## config.mk

```make
export PLATFORM = sky130hd
export DESIGN_NAME = bus_arbiter
export DESIGN_NICKNAME = d
export VERILOG_FILES = /design/src/rtl/bus_arb_pkg.sv /design/src/rtl/bus_arbiter_rr_pick.sv /design/src/rtl/bus_arbiter.sv
export SDC_FILE = /design/constraint.sdc
export NUM_CORES = 1
export LEC_CHECK = 0
export ABC_CLOCK_PERIOD_IN_PS = 2300
export CORE_UTILIZATION = 52
export CTS_BUF_LIST = sky130_fd_sc_hd__clkbuf_4
export DETAILED_ROUTE_END_ITERATION = 12
export GPL_TIMING_DRIVEN = 0
export PLACE_DENSITY = 0.81
export SETUP_SLACK_MARGIN = 0.05
export SYNTH_ARGS = -nofsm -noshare
export SYNTH_HDL_FRONTEND = slang
export SYNTH_SLANG_ARGS = --single-unit
```

## constraint.sdc

```tcl
create_clock -name clk -period 2.3 [get_ports clk]
set_clock_uncertainty 0.05 [all_clocks]
set_input_delay 0.46 -clock clk [delete_from_list [all_inputs] [get_ports clk]]
set_output_delay 0.46 -clock clk [all_outputs]
set_load 0.1 [all_outputs]
```

## src/rtl/bus_arb_pkg.sv

```systemverilog
// Shared types and helpers for the bus arbiter. `BUS_TURNAROUND_EN adds the TURN state
// (one dead bus cycle between owners).
package bus_arb_pkg;

  localparam int unsigned MAX_REQ      = 16;
  localparam int unsigned DEF_N_REQ    = 4;
  localparam int unsigned DEF_MAX_HOLD = 8;

`ifdef BUS_TURNAROUND_EN
  typedef enum logic [1:0] {IDLE = 2'd0, GRANT = 2'd1, TURN = 2'd2} arb_state_t;
`else
  typedef enum logic [1:0] {IDLE = 2'd0, GRANT = 2'd1} arb_state_t;
`endif

  function automatic int unsigned idx_w(input int unsigned n_req);
    return (n_req < 2) ? 1 : $clog2(n_req);
  endfunction

  function automatic int unsigned hold_w(input int unsigned max_hold);
    return $clog2(max_hold) + 1;
  endfunction

  function automatic logic [MAX_REQ-1:0] onehot(input logic [3:0] idx);
    logic [MAX_REQ-1:0] v;
    v = '0;
    v[idx] = 1'b1;
    return v;
  endfunction

endpackage

```

## src/rtl/bus_arbiter_rr_pick.sv

```systemverilog
// Combinational round-robin selector: first unmasked request after `last`, wrapping,
// with `last` itself scanned last.
module rr_pick
  import bus_arb_pkg::*;
#(
  parameter int unsigned N_REQ = DEF_N_REQ
) (
  input  logic [N_REQ-1:0]        req,
  input  logic [idx_w(N_REQ)-1:0] last,
  input  logic [N_REQ-1:0]        mask,
  output logic                    valid,
  output logic [idx_w(N_REQ)-1:0] idx
);

  localparam int unsigned IW = idx_w(N_REQ);

  logic [N_REQ-1:0] cand;

  function automatic logic [IW-1:0] wrap_idx(input logic [IW-1:0] base, input int unsigned off);
    return IW'((32'(base) + off) % N_REQ);
  endfunction

  assign cand = req & ~mask;

  // Scan farthest-to-nearest so the nearest hit after `last` is the one that sticks.
  always_comb begin
    valid = 1'b0;
    idx   = '0;
    for (int unsigned k = N_REQ; k >= 1; k--) begin
      if (cand[wrap_idx(last, k)]) begin
        valid = 1'b1;
        idx   = wrap_idx(last, k);
      end
    end
  end

endmodule

```

## src/rtl/bus_arbiter.sv

```systemverilog
// Round-robin arbiter owning the OE lines of the shared-bus tri-state buffers.
// `BUS_TURNAROUND_EN inserts one all-zero oe cycle between any two owners.
module bus_arbiter
  import bus_arb_pkg::*;
#(
  parameter int unsigned N_REQ    = DEF_N_REQ,
  parameter int unsigned MAX_HOLD = DEF_MAX_HOLD
) (
  input  logic                       clk,
  input  logic                       rst_n,
  input  logic [N_REQ-1:0]           req,
  output logic [N_REQ-1:0]           oe,
  output logic [idx_w(N_REQ)-1:0]    owner,
  output logic                       busy,
  output logic [hold_w(MAX_HOLD)-1:0] hold_cnt,
  output arb_state_t                 dbg_state
);

  localparam int unsigned IW = idx_w(N_REQ);
  localparam int unsigned HW = hold_w(MAX_HOLD);
  localparam logic [HW-1:0] HOLD_MAX = HW'(MAX_HOLD);
  localparam logic [IW-1:0] LAST_RST = IW'(N_REQ - 1);

  arb_state_t       state;
  logic [IW-1:0]    last;
  logic [N_REQ-1:0] own_mask;
  logic [N_REQ-1:0] pick_mask;
  logic [N_REQ-1:0] pick_oh;
  logic             pick_valid;
  logic [IW-1:0]    pick_idx;
  logic             release_a;
  logic             release_b;

  assign own_mask  = N_REQ'(onehot(4'(owner)));
  assign pick_oh   = N_REQ'(onehot(4'(pick_idx)));
  // While granted, the owner is excluded so a forced release hands the bus onward.
  assign pick_mask = (state == GRANT) ? own_mask : '0;
  assign release_a = ~req[owner];
  assign release_b = (hold_cnt >= HOLD_MAX) && (|(req & ~own_mask));
  assign dbg_state = state;

  rr_pick #(.N_REQ(N_REQ)) u_pick (
    .req   (req),
    .last  (last),
    .mask  (pick_mask),
    .valid (pick_valid),
    .idx   (pick_idx)
  );

  always_ff @(posedge clk or negedge rst_n) begin
    if (!rst_n) begin
      state    <= IDLE;
      last     <= LAST_RST;
      owner    <= '0;
      oe       <= '0;
      busy     <= 1'b0;
      hold_cnt <= '0;
    end else begin
      case (state)
        GRANT: begin
          if (release_a || release_b) begin
`ifdef BUS_TURNAROUND_EN
            state    <= TURN;
            oe       <= '0;
            busy     <= 1'b0;
            hold_cnt <= '0;
`else
            if (pick_valid) begin
              oe       <= pick_oh;
              owner    <= pick_idx;
              last     <= pick_idx;
              hold_cnt <= HW'(1);
            end else begin
              state    <= IDLE;
              oe       <= '0;
              busy     <= 1'b0;
              hold_cnt <= '0;
            end
`endif
          end else if (hold_cnt < HOLD_MAX) begin
            hold_cnt <= hold_cnt + HW'(1);
          end
        end
        default: begin
          // IDLE, and TURN after its single dead cycle, arbitrate on the current req.
          if (pick_valid) begin
            state    <= GRANT;
            oe       <= pick_oh;
            owner    <= pick_idx;
            last     <= pick_idx;
            busy     <= 1'b1;
            hold_cnt <= HW'(1);
          end else begin
            state    <= IDLE;
            oe       <= '0;
            busy     <= 1'b0;
            hold_cnt <= '0;
          end
        end
      endcase
    end
  end

endmodule

```

==> out/qor.yml <==
critical_path:
  crit_required_ps: 1790
  cp_slowest_stage_delay_ps: 900
  crit_path_cell_trace: "dlygate4sd2_1"
  critPathKind: "flip-flop to output pin"
  startpoint_type: "flip-flop"
  r2r_slack_ps: 370
  cp-end-kind: "output pin"
  path_delay_family: "buffers and inverters"
  cp_slowest_cell: "dlygate4sd2_1"
  critPathArrivalTime_ps: 1660
  cp_max_fo: 8
  cp.buffers_inverters: 1
placement:
  dp_hpwl_microns: 1330
  gp_congestion: 0.837
  dpl_cell_area_sq_mm: 0.00109
  post-place-ws_ps: -157
  placedCellCount: 123
  portBuffers: 17
global_routing:
  antenna_found_initial: 0
  grt_util_all_layers_pct: 22.7
  grt_pass1_wl_microns: 3170
  grt_pass1_vias: 682
  grt_remaining_overflow: 0
  grt_max_degree: 14
sta:
  fin_ws_ps: 129
  setup_viol: 0
  fmax_mhz: 461
  period_minus_slack_ps: 2170
  rsz0062_at_grt: "no"
  final_max_slew_viol_count: 0
  tightest_slew_ps: 966
  fin_crit_sh_pct: 94.4
  hold_violations: 0
  relSlewSlack_pct: 35.9
route:
  wl_per_cell_microns: 14.1
  drtPass1Iterations: 8
  route.detailed.drc: 2
  post_drt_via_cell_ratio: 5.79
  drt_iter0_markers: 7
  vias: 735
  routed_wl_microns: 1790
  ant_nets: 0
die:
  fp.dieH_microns: 43.5
  core_sq_mm: 0.00156
  ios: 19
  start_util_pct: 57.4
  die_w_microns: 43.5
  row_count: 14
  dieArea_sq_mm: 0.00189
run:
  cap_violations: 0
final_layout:
  design_area_sq_mm: 0.00110
  syn_to_final_growth_pct: 23.1
  fin_util_pct: 70.6
  layoutNonFillerInstCount: 127
  fill_cells: 145
  antennaDiodeCount: 0
  fin_nets: 120
  drive_gt1_share_pct: 24.3
yosys:
  synth-edff-count: 0
  synth.cell_area_sq_um: 895
  yosysWarnings: 0
  postSynthAreaPerCell_sq_um: 9.94
  ys_types: 47
  syn_nets: 98
  async_flop_share_pct: 100
  ys_ff_latch: 13
  synthCells: 90
  yosysSeqAreaShare_pct: 36.6
  synthFlopType: "dfrtp_1"
cts:
  cts_tree: "yes"
  root_buffer: "clkbuf_4"
  cts_max_path_buffers: 2
  htree_levels: 1
  cts_sinks: 13
  cts_inserted_buffers: 3
  clk_pin_slew_ps: 70
  clkLatencyLatePin_ps: 260
outcome:
  violations: "DRC"
  outcome: "finished with violations"
worst_hold_path:
  hold_path.class: "flip-flop to flip-flop"
-- registers in the layout (all words and copies together) (netlist names) --
signal	cells
hold_cnt	4
oe	4
last	2
owner	2
busy	1
-- cell usage in the layout, fill, tap and decap left out, types with 4 or more instances in the layout --
master / instances
clkbuf_4: 4
clkdlybuf4s50_1: 5
dfrtp_1: 9
dlygate4sd2_1: 11
nand2_1: 4
nor2_1: 6
o21ai_0: 5
-- logic make-up (layout without fill, tap and decap cells) --
logic type	count (synthesis)	count (layout)	synth area share (%)
buf+inv	9	30	5.87
mux	3	3	4.89
xor+xnor	3	3	2.94
simple gates	29	29	19.6
compound gates	30	30	26.9
fa+ha+maj	2	2	2.80
other cells	1	1	0.419
flops	13	13	36.6
-- cells in the mapped netlist, drive strengths merged (2+ instances only) --
cell	n	area, sq um
dfstp	2	52.6
clkbuf	2	10.0
ha	2	25.0
a22o	2	17.5
nand2b	2	12.5
a31oi	2	27.5
a21o	3	25.0
nor3b	2	15.0
and2	2	12.5
xor2	2	17.5
o211ai	2	15.0
and3	2	12.5
o21a	3	22.5
o31ai	3	22.5
o22ai	2	18.8
nor2	6	22.5
nor3	2	10.0
nand3b	2	15.0
o21ai	8	43.8
dfrtp	11	275
inv	3	11.3
buf	4	31.3
nand2	5	21.3
-- final timing paths --
path / start / end / depth (start not counted)
hold / removal: oe[0] / oe[0] / 2
hold reg to reg: oe[0] / oe[0] / 2
min in group asynchronous: rst_n / hold_cnt[2] / 1
setup / recovery: busy / busy / 1
setup reg to reg: last[0] / oe[0] / 6
max in group asynchronous: rst_n / owner[0] / 1
-- what timing repair did --
action / CTS / global route
setup endpoints to repair: 12 / 4
resized for setup: 12 / 2
setup buffers: 0 / 0
hold buffers: 0 / 0
pin swaps: 0 / 1
-- per-layer routing --
| metal | routed length, microns | global-route usage, % | vias to the layer above |
|---|---|---|---|
| met3 | 51 | 1.67 | 2 |
| li1 | - | - | 370 |
| met2 | 855 | 36.7 | 10 |
| met5 | 0 | 0 | - |
| met4 | 15 | 11.3 | 0 |
| met1 | 862 | 31.0 | 353 |
-- stage by stage --
step / TNS, ps / hold WS, ps
final: 0 / 429
after global routing: 0 / 475
after CTS: 0 / 434
after detailed placement: -554 / 420
after global placement: -538 / 413
after floorplan: 0 / 114
-- cell type report --
type	instances	area (sq um)	area share (%)
plain buffers	6	41.3	3.75
clock buffers	4	30.0	2.73
inverters	3	11.3	1.02
multi-input cells	68	514	46.7
flip-flops and latches	13	330	30.0
well taps	16	20.0	1.82
repair buffers	17	154	14.0
Power is left out: the tool's default activity adds up to more than one toggle a clock period on the data nets, which glitch-free logic cannot reach.
